==> src/rtl/histogram_cdf_path_pkg.sv <==
// Shared types and bin-packing helpers for the histogram datapath and its CDF stage.
package histogram_cdf_path_pkg;

  localparam int unsigned BIN_WIDTH     = 32;
  localparam int unsigned BINS_PER_WORD = 4;
  localparam int unsigned WORD_WIDTH    = BIN_WIDTH * BINS_PER_WORD;

  typedef enum logic [2:0] {
    StIdle,
    StIssue,
    StWait,
    StCapture,
    StWrite,
    StDone
  } cdf_state_e;

  // Offset 0 lives in the most significant slice of the word.
  function automatic logic [BIN_WIDTH-1:0] get_bin(input logic [WORD_WIDTH-1:0] word,
                                                   input int unsigned offset);
    return word[WORD_WIDTH - 1 - offset * BIN_WIDTH -: BIN_WIDTH];
  endfunction

  function automatic logic [WORD_WIDTH-1:0] put_bin(input logic [WORD_WIDTH-1:0] word,
                                                    input int unsigned offset,
                                                    input logic [BIN_WIDTH-1:0] value);
    logic [WORD_WIDTH-1:0] res;
    res = word;
    res[WORD_WIDTH - 1 - offset * BIN_WIDTH -: BIN_WIDTH] = value;
    return res;
  endfunction

endpackage

==> src/rtl/histogram_cdf_path_add4.sv <==
// Combinational 4-lane prefix adder for one packed CDF word.
// HISTOGRAM_CDF_SATURATE_EN selects clamping adds instead of 32-bit wrap.
module histogram_cdf_add4
  import histogram_cdf_path_pkg::*;
(
  input  logic [BIN_WIDTH-1:0]  sum_i,
  input  logic [WORD_WIDTH-1:0] word_i,
  output logic [WORD_WIDTH-1:0] cdf_o,
  output logic [BIN_WIDTH-1:0]  sum_o
);

`ifdef HISTOGRAM_CDF_SATURATE_EN
  function automatic logic [BIN_WIDTH-1:0] lane_add(input logic [BIN_WIDTH-1:0] a,
                                                    input logic [BIN_WIDTH-1:0] b);
    logic [BIN_WIDTH:0] s;
    s = {1'b0, a} + {1'b0, b};
    return s[BIN_WIDTH] ? {BIN_WIDTH{1'b1}} : s[BIN_WIDTH-1:0];
  endfunction
`else
  function automatic logic [BIN_WIDTH-1:0] lane_add(input logic [BIN_WIDTH-1:0] a,
                                                    input logic [BIN_WIDTH-1:0] b);
    return a + b;
  endfunction
`endif

  logic [BIN_WIDTH-1:0] acc;

  always_comb begin
    acc   = sum_i;
    cdf_o = '0;
    for (int unsigned o = 0; o < BINS_PER_WORD; o++) begin
      acc   = lane_add(acc, get_bin(word_i, o));
      cdf_o = put_bin(cdf_o, o, acc);
    end
    sum_o = acc;
  end

endmodule

==> src/rtl/histogram_cdf_path.sv <==
// Walks the scratch histogram memory and writes the running-sum CDF plus total count.
// Optional HISTOGRAM_CDF_SATURATE_EN (inside histogram_cdf_add4) clamps the sums.
module histogram_cdf_path
  import histogram_cdf_path_pkg::*;
#(
  parameter int unsigned NUM_WORDS     = 64,
  parameter logic [15:0] CDF_BASE_ADDR = 16'd0
) (
  input  logic                  clock,
  input  logic                  reset,
  input  logic                  start,
  input  logic [63:0]           bin_word_valid,
  input  logic [WORD_WIDTH-1:0] scratch_memory_rdata,
  output logic [15:0]           scratch_read_address,
  output logic                  cdf_write_enable,
  output logic [15:0]           cdf_write_address,
  output logic [WORD_WIDTH-1:0] cdf_wdata,
  output logic [BIN_WIDTH-1:0]  total_count,
  output logic                  busy,
  output logic                  done
);

  localparam int unsigned IdxW = (NUM_WORDS > 1) ? $clog2(NUM_WORDS) : 1;
  localparam logic [IdxW-1:0] LastIdx = IdxW'(NUM_WORDS - 1);

  cdf_state_e            state_q, state_d;
  logic [IdxW-1:0]       word_idx_q, word_idx_d;
  logic [BIN_WIDTH-1:0]  sum_q, sum_d;
  logic [WORD_WIDTH-1:0] data_q, data_d;
  logic [15:0]           rd_addr_q, rd_addr_d;
  logic                  wr_en_q, wr_en_d;
  logic [15:0]           wr_addr_q, wr_addr_d;
  logic [WORD_WIDTH-1:0] wr_data_q, wr_data_d;
  logic [BIN_WIDTH-1:0]  total_q, total_d;

  logic [WORD_WIDTH-1:0] cdf_word;
  logic [BIN_WIDTH-1:0]  cdf_sum;

  histogram_cdf_add4 u_add4 (
    .sum_i  (sum_q),
    .word_i (data_q),
    .cdf_o  (cdf_word),
    .sum_o  (cdf_sum)
  );

  always_comb begin
    state_d    = state_q;
    word_idx_d = word_idx_q;
    sum_d      = sum_q;
    data_d     = data_q;
    rd_addr_d  = rd_addr_q;
    wr_en_d    = 1'b0;
    wr_addr_d  = wr_addr_q;
    wr_data_d  = wr_data_q;
    total_d    = total_q;
    unique case (state_q)
      StIdle: begin
        if (start) begin
          state_d    = StIssue;
          word_idx_d = '0;
          sum_d      = '0;
          total_d    = '0;
        end
      end
      StIssue: begin
        rd_addr_d = 16'(word_idx_q);
        state_d   = StWait;
      end
      StWait: state_d = StCapture;
      StCapture: begin
        // Unwritten scratch words read as X; force them to zero counts.
        data_d  = bin_word_valid[word_idx_q] ? scratch_memory_rdata : '0;
        state_d = StWrite;
      end
      StWrite: begin
        wr_data_d = cdf_word;
        wr_addr_d = CDF_BASE_ADDR + 16'(word_idx_q);
        wr_en_d   = 1'b1;
        sum_d     = cdf_sum;
        if (word_idx_q == LastIdx) begin
          state_d = StDone;
        end else begin
          word_idx_d = word_idx_q + 1'b1;
          state_d    = StIssue;
        end
      end
      StDone: begin
        total_d = sum_q;
        state_d = StIdle;
      end
      default: state_d = StIdle;
    endcase
  end

  always_ff @(posedge clock) begin
    if (reset) begin
      state_q    <= StIdle;
      word_idx_q <= '0;
      sum_q      <= '0;
      data_q     <= '0;
      rd_addr_q  <= '0;
      wr_en_q    <= 1'b0;
      wr_addr_q  <= '0;
      wr_data_q  <= '0;
      total_q    <= '0;
    end else begin
      state_q    <= state_d;
      word_idx_q <= word_idx_d;
      sum_q      <= sum_d;
      data_q     <= data_d;
      rd_addr_q  <= rd_addr_d;
      wr_en_q    <= wr_en_d;
      wr_addr_q  <= wr_addr_d;
      wr_data_q  <= wr_data_d;
      total_q    <= total_d;
    end
  end

  assign scratch_read_address = rd_addr_q;
  assign cdf_write_enable     = wr_en_q;
  assign cdf_write_address    = wr_addr_q;
  assign cdf_wdata            = wr_data_q;
  assign total_count          = total_q;
  assign busy = (state_q == StIssue) || (state_q == StWait) ||
                (state_q == StCapture) || (state_q == StWrite);
  assign done = (state_q == StDone);

endmodule
==> config.mk <==
export PLATFORM = sky130hd
export DESIGN_NAME = histogram_cdf_path
export DESIGN_NICKNAME = d
export VERILOG_FILES = /design/src/rtl/histogram_cdf_path_pkg.sv /design/src/rtl/histogram_cdf_path_add4.sv /design/src/rtl/histogram_cdf_path.sv
export SDC_FILE = /design/constraint.sdc
export NUM_CORES = 1
export LEC_CHECK = 0
export CORE_MARGIN = 3
export CORE_UTILIZATION = 47
export CTS_CLUSTER_SIZE = 8
export DETAILED_ROUTE_END_ITERATION = 8
export PLACE_DENSITY = 0.74
export SLEW_MARGIN = 10
export SYNTH_ARGS = -nofsm -noshare
export SYNTH_HDL_FRONTEND = slang
export SYNTH_HIERARCHICAL = 1
export SYNTH_SLANG_ARGS = --single-unit
==> constraint.sdc <==
create_clock -name clock -period 7 [get_ports clock]
set_clock_uncertainty 0.2 [all_clocks]
set_input_delay 0.7 -clock clock [delete_from_list [all_inputs] [get_ports clock]]
set_output_delay 0.7 -clock clock [all_outputs]
set_load 0.02 [all_outputs]
==> metrics <==
Post-Layout Inst Area about 26000 µm²; outcome finished with violations; Reg2Reg Depth 40; most used routing layer met2; CP startpoint kind register; Slew headroom between 30% and 40%; root buffer cell clkbuf_16; Cell Area, Placed roughly 24000 µm²; P per Cell Area 170 nW/µm²; Req. time, crit path approximately 7000 ps; CTS Hold Bufs 0; Crit Reg-Reg Endpoint sum_q[31]; max_cap viols 0; RSZ-0062 raised after global routing yes; P&R area growth vs syn 46.1%; vias in the first global route 17600; Initial Util a little under half; Max Slew Vio Count 0; RePlAce Congestion approximately 0.96; number of I/O pins just under 400; Final Cycle Share 109%; DR iter-0 viols about 1400; clk slew on worst S/H paths 50 ps; CTS H-Tree Depth 2; share of cells above drive strength 1 21.8%; Setup TNS -6470 ps; CP delay by family, top compound AO/OA/AOI/OAI gates; Final Hold Fails 0; wire length per cell 20.4 µm; asr flop ratio synth 0%; via count roughly 18000; Final ANT Viol Nets 0; vias per cell ~5.7; Core Area 37700 µm²; Gate power share under 10%; sequential power share 44.3%; Yosys reg bits 342; Seq/Total Area, Yosys a little under two fifths; Main synth FF type dfxtp_1; worst-path maximum fanout 3; CTS max path bufs 3; Power Internal approximately 3.4 mW; first-pass iteration count of the detailed router 6; Die W approximately 200 µm; commonest non-fill, non-tap cell in the layout clkdlybuf4s50_1; Synth Instances 2032; total CTS buffers 48; Worst-Margin Slew 1030 ps; antenna violations before repair 1; HPWL after DPL roughly 45000 µm; Tmin final between 7000 and 8000 ps; Crit Path Class register to register; Clock power frac between 40 and 50%; FF-to-FF Start data_q[96]; CTS tree done; Cell variety after synth 85; crit path max-delay cell type fa_2; DRC Markers 0; failing checks setup timing; most frequent cells in the layout clkdlybuf4s50_1 (368), dfxtp_1 (340), nand2_1 (313); hold depth 2; switching part of the total a little under a quarter; crit-path max cell delay 360 ps; Die Height about 200 µm; Critical Path Stages 40; GR Util met1 about two fifths; GRT overflow 0; Setup crit start data_q[96]; number of flops mapped to enable cells by yosys 0; worst min path class register to register; grt met2 use 47.0%; Std-Cell Rows 71; buffers and inverters on the worst path 3; P_sw roughly 1.1 mW; r2r setup slk -620 ps; YS warnings 6; IO Port Bufs 369; M3 GR Usage 5.45%; final setup margin -617 ps; CP endpoint kind register; final net count ~2900; drt total wl 63600 µm; first-pass GRT wire length 96800 µm; final setup fails 18; leak pwr 11.0 nW; Mapped Area around 18000 µm²; Worst Setup EP sum_q[31]; WP data arrival 7810 ps; largest net degree at the start of global routing 105; Avg Inst Size Synth about 8.8 µm²; Worst-Skew Late Latency 560 ps; Peak VDD IR ~160 µV; All-Layer GR Usage 29.4%; TritonCTS Sinks approximately 340; die area 40600 µm²; # diodes 0; Max Fclk roughly 130 MHz
[cells by family after synthesis]
kind of cell | share of synthesized area [%]
buffers and inverters | 5.89
xor gates and xnor gates | 6.05
muxes | 2.54
other | 0.0209
DFF | 38.1
and+or+nand+nor | 12.9
adders and majority gates | 9.21
AOI/OAI and AO/OA | 25.3
[metal layers]
metal | vias up | wire (µm)
li1 | 8371 | -
met1 | 8525 | 28200
met2 | 803 | 28800
met3 | 114 | 4660
met4 | 2 | 1970
met5 | - | 13
[final cells by class]
type                       instances  area, µm²
clock buffer                      50       1240
fill                            2847      11400
inverter                          43        164
multi-input combinational       1504      11300
sequential                       342       6850
timing repair buffer             671       6020
tap                              511        639
clock inverter                     2       17.5
[cell usage after synthesis, types with 14 or more instances]
cell      number  area, µm²
dfxtp_1      342       6850
nand2_1      317       1190
a21oi_1      238       1190
a22o_1       164       1440
ha_1         126       1580
nor2_1       110        413
xnor2_1       92        806
clkbuf_1      82        308
buf_4         53        398
o21ai_0       47        235
inv_1         43        161
a21o_1        42        315
a22oi_1       32        240
nand3_1       26        130
o21a_1        23        173
xor2_1        22        193
nor3_1        20        100
a211oi_1      18        135
nor2b_1       17        106
o21bai_1      14        105
[flip-flops by register name (all words and copies together) (netlist names)]
signal and count:
data_q 128, total_count 32, word_idx_q 6, sum_q 32
cdf_write_enable 1, state_q 3, scratch_read_address 6, cdf_write_address 6
cdf_wdata 128
[worst register-to-register path, delay by kind of cell (launching register included)]
family	cells	cell delay (ps)
XOR/XNOR	4	830
AND/OR/NAND/NOR	9	1150
AO/OA/AOI/OAI	19	3260
adder cells (fa/ha/maj)	5	1380
buffers and inverters	3	300
flip-flops	1	350
[power groups by stage]
stage | registers, mW | logic (mW) | clock network [mW]
6_report | 1.98 | 0.431 | 2.05
2_1_floorplan | 2.01 | 0.195 | 0
4_1_cts | 1.98 | 0.409 | 2.08
3_3_place_gp | 2.01 | 0.385 | 0
3_5_place_dp | 2.01 | 0.388 | 0
5_1_grt | 1.98 | 0.455 | 2.17
[metrics by stage]
stage | hold WS [ps] | setup slack (ps) | total power, mW | util [%] | std cells
6_report | 251 | -617 | 4.46 | 69.7 | 3123
5_1_grt | 269 | -896 | 4.60 | 69.7 | 3123
4_1_cts | 253 | -272 | 4.46 | 67.8 | 3104
3_5_place_dp | 247 | -623 | 2.40 | 62.4 | 3019
3_3_place_gp | 242 | -326 | 2.40 | 62.4 | 3019
2_1_floorplan | 251 | 14.5 | 2.20 | - | 2051
[how the worst min path moves through the flow]
stage	from	endpoint	slack (ps)
finish	cdf_wdata[74]	cdf_wdata[74]	250
CTS	cdf_wdata[3]	cdf_wdata[3]	250
global placement	cdf_write_address[3]	cdf_write_address[3]	240
floorplan	data_q[63]	data_q[63]	250
global route	cdf_wdata[22]	cdf_wdata[22]	270
detailed placement	cdf_wdata[3]	cdf_wdata[3]	250
[timing repair]
| item | CTS | global route |
|---|---|---|
| pin swaps | 111 | 79 |
| gates resized for setup | 97 | 111 |
| setup endpoints to repair | 21 | 37 |
| setup buffers | 37 | 25 |
(Power assumes the default switching activity.)
